**src/rtl/word_assembler64.sv**
```systemverilog
// ---------------------------------------------------------------------------
// word_assembler64
//   Byte-to-word front end for the 64-bit work/nonce register. Gathers eight
//   received bytes into one 64-bit word and presents it with a load enable
//   (word_out -> register d, word_en -> register en). A partial word that
//   stalls longer than TIMEOUT_CYCLES between bytes is thrown away so the
//   byte stream resynchronises on the next word boundary.
//
//   Optional feature macro: WORD_CHECKSUM_EN
//     When defined, a ninth byte (XOR of the eight data bytes) must follow
//     each word. On a mismatch the word is dropped and chk_err is set.
//     When undefined, chk_err is tied to 0.
//
// Ports
//   clk          system clock, rising edge
//   clr          synchronous active-low reset
//   byte_in      received byte
//   byte_valid   byte_in is valid
//   byte_ready   block accepts a byte this cycle (0 while clr=0)
//   word_out     assembled word
//   word_en      word_out valid, held until word_ready
//   word_ready   downstream takes the word this cycle
//   err_clr      clears the sticky error flags
//   timeout_err  sticky: a partial word was dropped on inter-byte timeout
//   chk_err      sticky: checksum mismatch
//   word_count   words handed downstream, wraps at 16 bits
// ---------------------------------------------------------------------------
module word_assembler64 #(
   parameter bit MSB_FIRST      = 1'b1,
   parameter int TIMEOUT_CYCLES = 100000,
   parameter int TIMEOUT_W      = 17
) (
   input  logic        clk,
   input  logic        clr,
   input  logic [7:0]  byte_in,
   input  logic        byte_valid,
   output logic        byte_ready,
   output logic [63:0] word_out,
   output logic        word_en,
   input  logic        word_ready,
   input  logic        err_clr,
   output logic        timeout_err,
   output logic        chk_err,
   output logic [15:0] word_count
);

`ifdef WORD_CHECKSUM_EN
   typedef enum logic [1:0] {S_COLLECT, S_PRESENT, S_CHECK} state_t;
`else
   typedef enum logic [1:0] {S_COLLECT, S_PRESENT} state_t;
`endif

   // Gap value at which an idle cycle drops the partial word.
   localparam logic [TIMEOUT_W-1:0] GAP_LAST = TIMEOUT_W'(TIMEOUT_CYCLES - 1);

   state_t                state_q, state_d;
   logic [2:0]            byte_cnt_q, byte_cnt_d;
   logic [TIMEOUT_W-1:0]  gap_q, gap_d;
   logic [63:0]           sr_q, sr_d;
   logic [15:0]           word_count_q, word_count_d;
   logic                  timeout_err_q, timeout_err_d;
   logic                  xfer;
   logic                  gap_run;
   logic                  set_timeout;
`ifdef WORD_CHECKSUM_EN
   logic [7:0]            xor_q, xor_d;
   logic                  chk_err_q, chk_err_d;
   logic                  set_chk;
`endif

   always_comb begin
      state_d      = state_q;
      byte_cnt_d   = byte_cnt_q;
      gap_d        = gap_q;
      sr_d         = sr_q;
      word_count_d = word_count_q;
      gap_run      = 1'b0;
      set_timeout  = 1'b0;
`ifdef WORD_CHECKSUM_EN
      xor_d        = xor_q;
      set_chk      = 1'b0;
      byte_ready   = clr & ((state_q == S_COLLECT) | (state_q == S_CHECK));
`else
      byte_ready   = clr & (state_q == S_COLLECT);
`endif
      xfer = byte_valid & byte_ready;

      case (state_q)
         S_COLLECT: begin
            if (xfer) begin
               sr_d       = MSB_FIRST ? {sr_q[55:0], byte_in} : {byte_in, sr_q[63:8]};
               byte_cnt_d = byte_cnt_q + 3'd1;
               gap_d      = '0;
`ifdef WORD_CHECKSUM_EN
               // First byte of a word restarts the running XOR.
               xor_d = (byte_cnt_q == 3'd0) ? byte_in : (xor_q ^ byte_in);
`endif
               if (byte_cnt_q == 3'd7) begin
                  byte_cnt_d = 3'd0;
`ifdef WORD_CHECKSUM_EN
                  state_d    = S_CHECK;
`else
                  state_d    = S_PRESENT;
`endif
               end
            end else if (byte_cnt_q != 3'd0) begin
               gap_run = 1'b1;
            end else begin
               gap_d = '0;
            end
         end
`ifdef WORD_CHECKSUM_EN
         S_CHECK: begin
            if (xfer) begin
               gap_d = '0;
               if (byte_in == xor_q) begin
                  state_d = S_PRESENT;
               end else begin
                  set_chk = 1'b1;
                  state_d = S_COLLECT;
               end
            end else begin
               gap_run = 1'b1;
            end
         end
`endif
         S_PRESENT: begin
            // Downstream stall never times out: gap timer parked at 0.
            gap_d = '0;
            if (word_ready) begin
               word_count_d = word_count_q + 16'd1;
               byte_cnt_d   = 3'd0;
               state_d      = S_COLLECT;
            end
         end
         default: state_d = S_COLLECT;
      endcase

      // Idle cycle inside a partial word (or while awaiting the checksum).
      if (gap_run) begin
         if (gap_q == GAP_LAST) begin
            byte_cnt_d  = 3'd0;
            gap_d       = '0;
            set_timeout = 1'b1;
            state_d     = S_COLLECT;
         end else begin
            gap_d = gap_q + 1'b1;
         end
      end

      // Set beats clear when both happen in the same cycle.
      timeout_err_d = set_timeout | (timeout_err_q & ~err_clr);
`ifdef WORD_CHECKSUM_EN
      chk_err_d     = set_chk | (chk_err_q & ~err_clr);
`endif
   end

   always_ff @(posedge clk) begin
      if (!clr) begin
         state_q       <= S_COLLECT;
         byte_cnt_q    <= '0;
         gap_q         <= '0;
         sr_q          <= '0;
         word_count_q  <= '0;
         timeout_err_q <= 1'b0;
`ifdef WORD_CHECKSUM_EN
         xor_q         <= '0;
         chk_err_q     <= 1'b0;
`endif
      end else begin
         state_q       <= state_d;
         byte_cnt_q    <= byte_cnt_d;
         gap_q         <= gap_d;
         sr_q          <= sr_d;
         word_count_q  <= word_count_d;
         timeout_err_q <= timeout_err_d;
`ifdef WORD_CHECKSUM_EN
         xor_q         <= xor_d;
         chk_err_q     <= chk_err_d;
`endif
      end
   end

   assign word_out    = sr_q;
   assign word_en     = (state_q == S_PRESENT);
   assign timeout_err = timeout_err_q;
   assign word_count  = word_count_q;
`ifdef WORD_CHECKSUM_EN
   assign chk_err     = chk_err_q;
`else
   assign chk_err     = 1'b0;
`endif

endmodule

```
**config.mk**
```make
export PLATFORM = sky130hd
export DESIGN_NAME = word_assembler64
export DESIGN_NICKNAME = d
export VERILOG_FILES = /design/src/rtl/word_assembler64.sv
export SDC_FILE = /design/constraint.sdc
export NUM_CORES = 1
export LEC_CHECK = 0
export ABC_AREA = 1
export BUFFER_PORTS_ARGS = -buffer_cell sky130_fd_sc_hd__buf_2
export CAP_MARGIN = 20
export CELL_PAD_IN_SITES_DETAIL_PLACEMENT = 2
export CELL_PAD_IN_SITES_GLOBAL_PLACEMENT = 2
export CORE_ASPECT_RATIO = 0.6
export CORE_MARGIN = 4
export CORE_UTILIZATION = 32
export DETAILED_ROUTE_END_ITERATION = 8
export GPL_ROUTABILITY_DRIVEN = 1
export PLACE_DENSITY = 0.82
export SLEW_MARGIN = 20
export SYNTH_ARGS = -nofsm -noshare
export SYNTH_HDL_FRONTEND = slang
export SYNTH_SLANG_ARGS = --single-unit
```
**constraint.sdc**
```tcl
create_clock -name clk -period 2.5 [get_ports clk]
set_clock_uncertainty 0.15 [all_clocks]
set_input_delay 0.125 -clock clk [delete_from_list [all_inputs] [get_ports clk]]
set_output_delay 0.125 -clock clk [all_outputs]
set_load 0.005 [all_outputs]
```
==> results.toml <==
[outcome]
status = "finished, final reports clean"

[clock_tree]
cts.reportedPaths.clkPinSlew_ps = 80
clk_latency_ps = 360
numCtsBuffers = 9
cts_sinks = 103
cts_buffer_depth = 2
h-tree-depth = 3
hold_buffers = 10
cts_resized = 0
post_cts_buffers = 0
clockRootBuffer = "clkbuf_16"
tritoncts = "built"

[timing]
max_freq_ghz = 0.506
report.final.hold_viol_count = 0
rsz0062_at_grt = "no"
drv_slew = 0
setup_viol = 0
period_share = 0.790
max-slew-margin-rel = 0.453
fin_ws_ps = 525
fin_crit_ps = 1970
hold_slack_ps = 104
final.setup.tns_ps = 0
worstMarginPinSlew_ps = 814

[grt]
grt_busiest_layer = "met2"
grt_remaining_overflow = 0
use_met1 = 0.250
grt_usage = 0.189
use_met3 = 0.0426
grt_pass1_wl_um = 24500
grt_max_degree = 51
use_met2 = 0.314
grt_pass1_vias = 4636
antenna_found_initial = 0

[yosys]
synth.largest_area_cell = "dfxtp_1"
netlist_instances = 624
synth_seq_area_share = 0.468
syn_area_per_cell_um2 = 7.05
synth_top_area_frac = 0.468
syn_area_mm2 = 0.00440
synth_area_leaders = "dfxtp_1 47%, nand2_1 14%, nand3_1 9.0%"
synth_seq_cells = 103
ys_types = 29
yosysWarningCount = 0

[die]
dieWidth_um = 159
start_util = 0.335
coreArea_mm2 = 0.0131
rows = 32
fp.dieH_um = 98.8
io_pins = 97
die_area_mm2 = 0.0158

[power_and_ir_drop]
power.leakage_nw = 2.36
ir_worst_vdd_v = 0.000303
power_density_mw_per_mm2 = 597
power_mw = 3.22

[cells_and_area]
layout-drive-gt1-share = 0.176
post-route-util = 0.412
finalInstanceArea_mm2 = 0.00541
antenna_cells = 0
nNetsFinal = 736
layout_common_cells = "167 x nand2_1, 103 x dfxtp_1, 95 x buf_2"
mostFrequentLayoutCell = "nand2_1"
num-fill-cells = 1568
final_cell_count_no_fill = 892
area_growth_pct = 22.8

[detailed_routing]
drtPass1Iterations = 4
drc = 0
wl_um = 15000
routedWlPerCell_um = 16.9
antenna_left = 0
drtIter0Drc = 209
vias_per_cell = 5.02
vias = 4479

[place]
gp_congestion = 0.787
io_buffers = 95
dpl.hpwl_um = 10600
place_inst = 867
dp_slack_ps = 530
placed_area_mm2 = 0.00503

[setup_path]
cp.arrival_ps = 2100
critPathLaunchType = "register"
crit_type = "reg -> reg"
critPathMaxStageDelay_ps = 680
end_kind = "register"
crit_path_max_fanout = 6
cp_common_cell = "nand2_1"
crit_path_cell_trace = "nand2_1, nor3_1, nand2_1, nand2_1, nand3_1, a21oi_1"
cpMaxStageDelayCell = "nor3_1"
timing.reg2reg.worst_path_depth = 6
required_ps = 2630

[hold_path]
hold_path_class = "in -> reg"
hold_depth = 3

[run]
maxCapViolCount = 0
[kinds of logic (layout without fill, tap and decap cells)]
logic type / after synthesis / count (layout) / share of synthesized area
compound gates: 99 / 99 / 0.116
xor+xnor: 1 / 1 / 0.00199
fa+ha+maj: 5 / 5 / 0.0142
buf+inv: 92 / 189 / 0.0836
other cells: 1 / 2 / 0.000852
flops: 103 / 103 / 0.468
simple gates: 323 / 323 / 0.315
[worst max-delay path: cells and delay by family, from the launching register on]
family	cells	cell delay, ps
and+or+nand+nor	5	1150
DFF	1	430
AOI/OAI and AO/OA	1	180
[Yosys cell counts]
master	n
inv_1	57
nand3b_1	3
nand3_1	79
nor2_1	51
clkbuf_1	15
nand2_1	167
a21oi_1	46
and2_1	1
nand3_2	1
nor3_1	6
buf_6	1
nand2b_1	1
buf_2	9
or2_2	2
buf_4	1
a21oi_4	1
o21ai_0	50
buf_1	6
dfxtp_1	103
o21ai_1	1
conb_1	1
o21bai_1	1
xor2_1	1
ha_1	5
inv_2	2
nor2_2	1
nand3_4	1
clkinv_1	1
nand4_1	10
[layer usage]
layer | vias up | share of wire
met5 | - | 0
met4 | 0 | 0.012
met3 | 14 | 0.039
met2 | 82 | 0.46
met1 | 2181 | 0.49
li1 | 2202 | -
[registers in the layout (all words and copies together), names as in the netlist]
name,flops
state_q,2
gap_q,17
byte_cnt_q,3
timeout_err,1
word_count,16
word_out,64
[cell type report]
| class | instances | area (um^2) | area share |
|---|---|---|---|
| Timing Repair Buffer | 114 | 643 | 0.119 |
| Multi-Input combinational cell | 430 | 1980 | 0.367 |
| Tap cell | 170 | 213 | 0.0394 |
| Clock inverter | 6 | 53.8 | 0.00995 |
| Sequential cell | 103 | 2060 | 0.381 |
| Clock buffer | 9 | 225 | 0.0417 |
| Inverter | 60 | 225 | 0.0417 |
[final timing paths]
check	from	end	slack (ps)
max reg2reg	gap_q[2]	gap_q[13]	530
min reg2reg	word_out[60]	word_out[60]	320
max	gap_q[2]	gap_q[13]	530
min	clr	word_out[36]	100
[report_power, final]
| group | leakage, nW | switching [mW] | internal [mW] | total, mW |
|---|---|---|---|---|
| Combinational | 1.40 | 0.111 | 0.0580 | 0.169 |
| Clock | 0.134 | 0.688 | 0.689 | 1.38 |
| Sequential | 0.832 | 0.0157 | 1.66 | 1.68 |
| Total | 2.36 | 0.815 | 2.41 | 3.22 |
No activity file was read; power rests on OpenSTA's default activity.
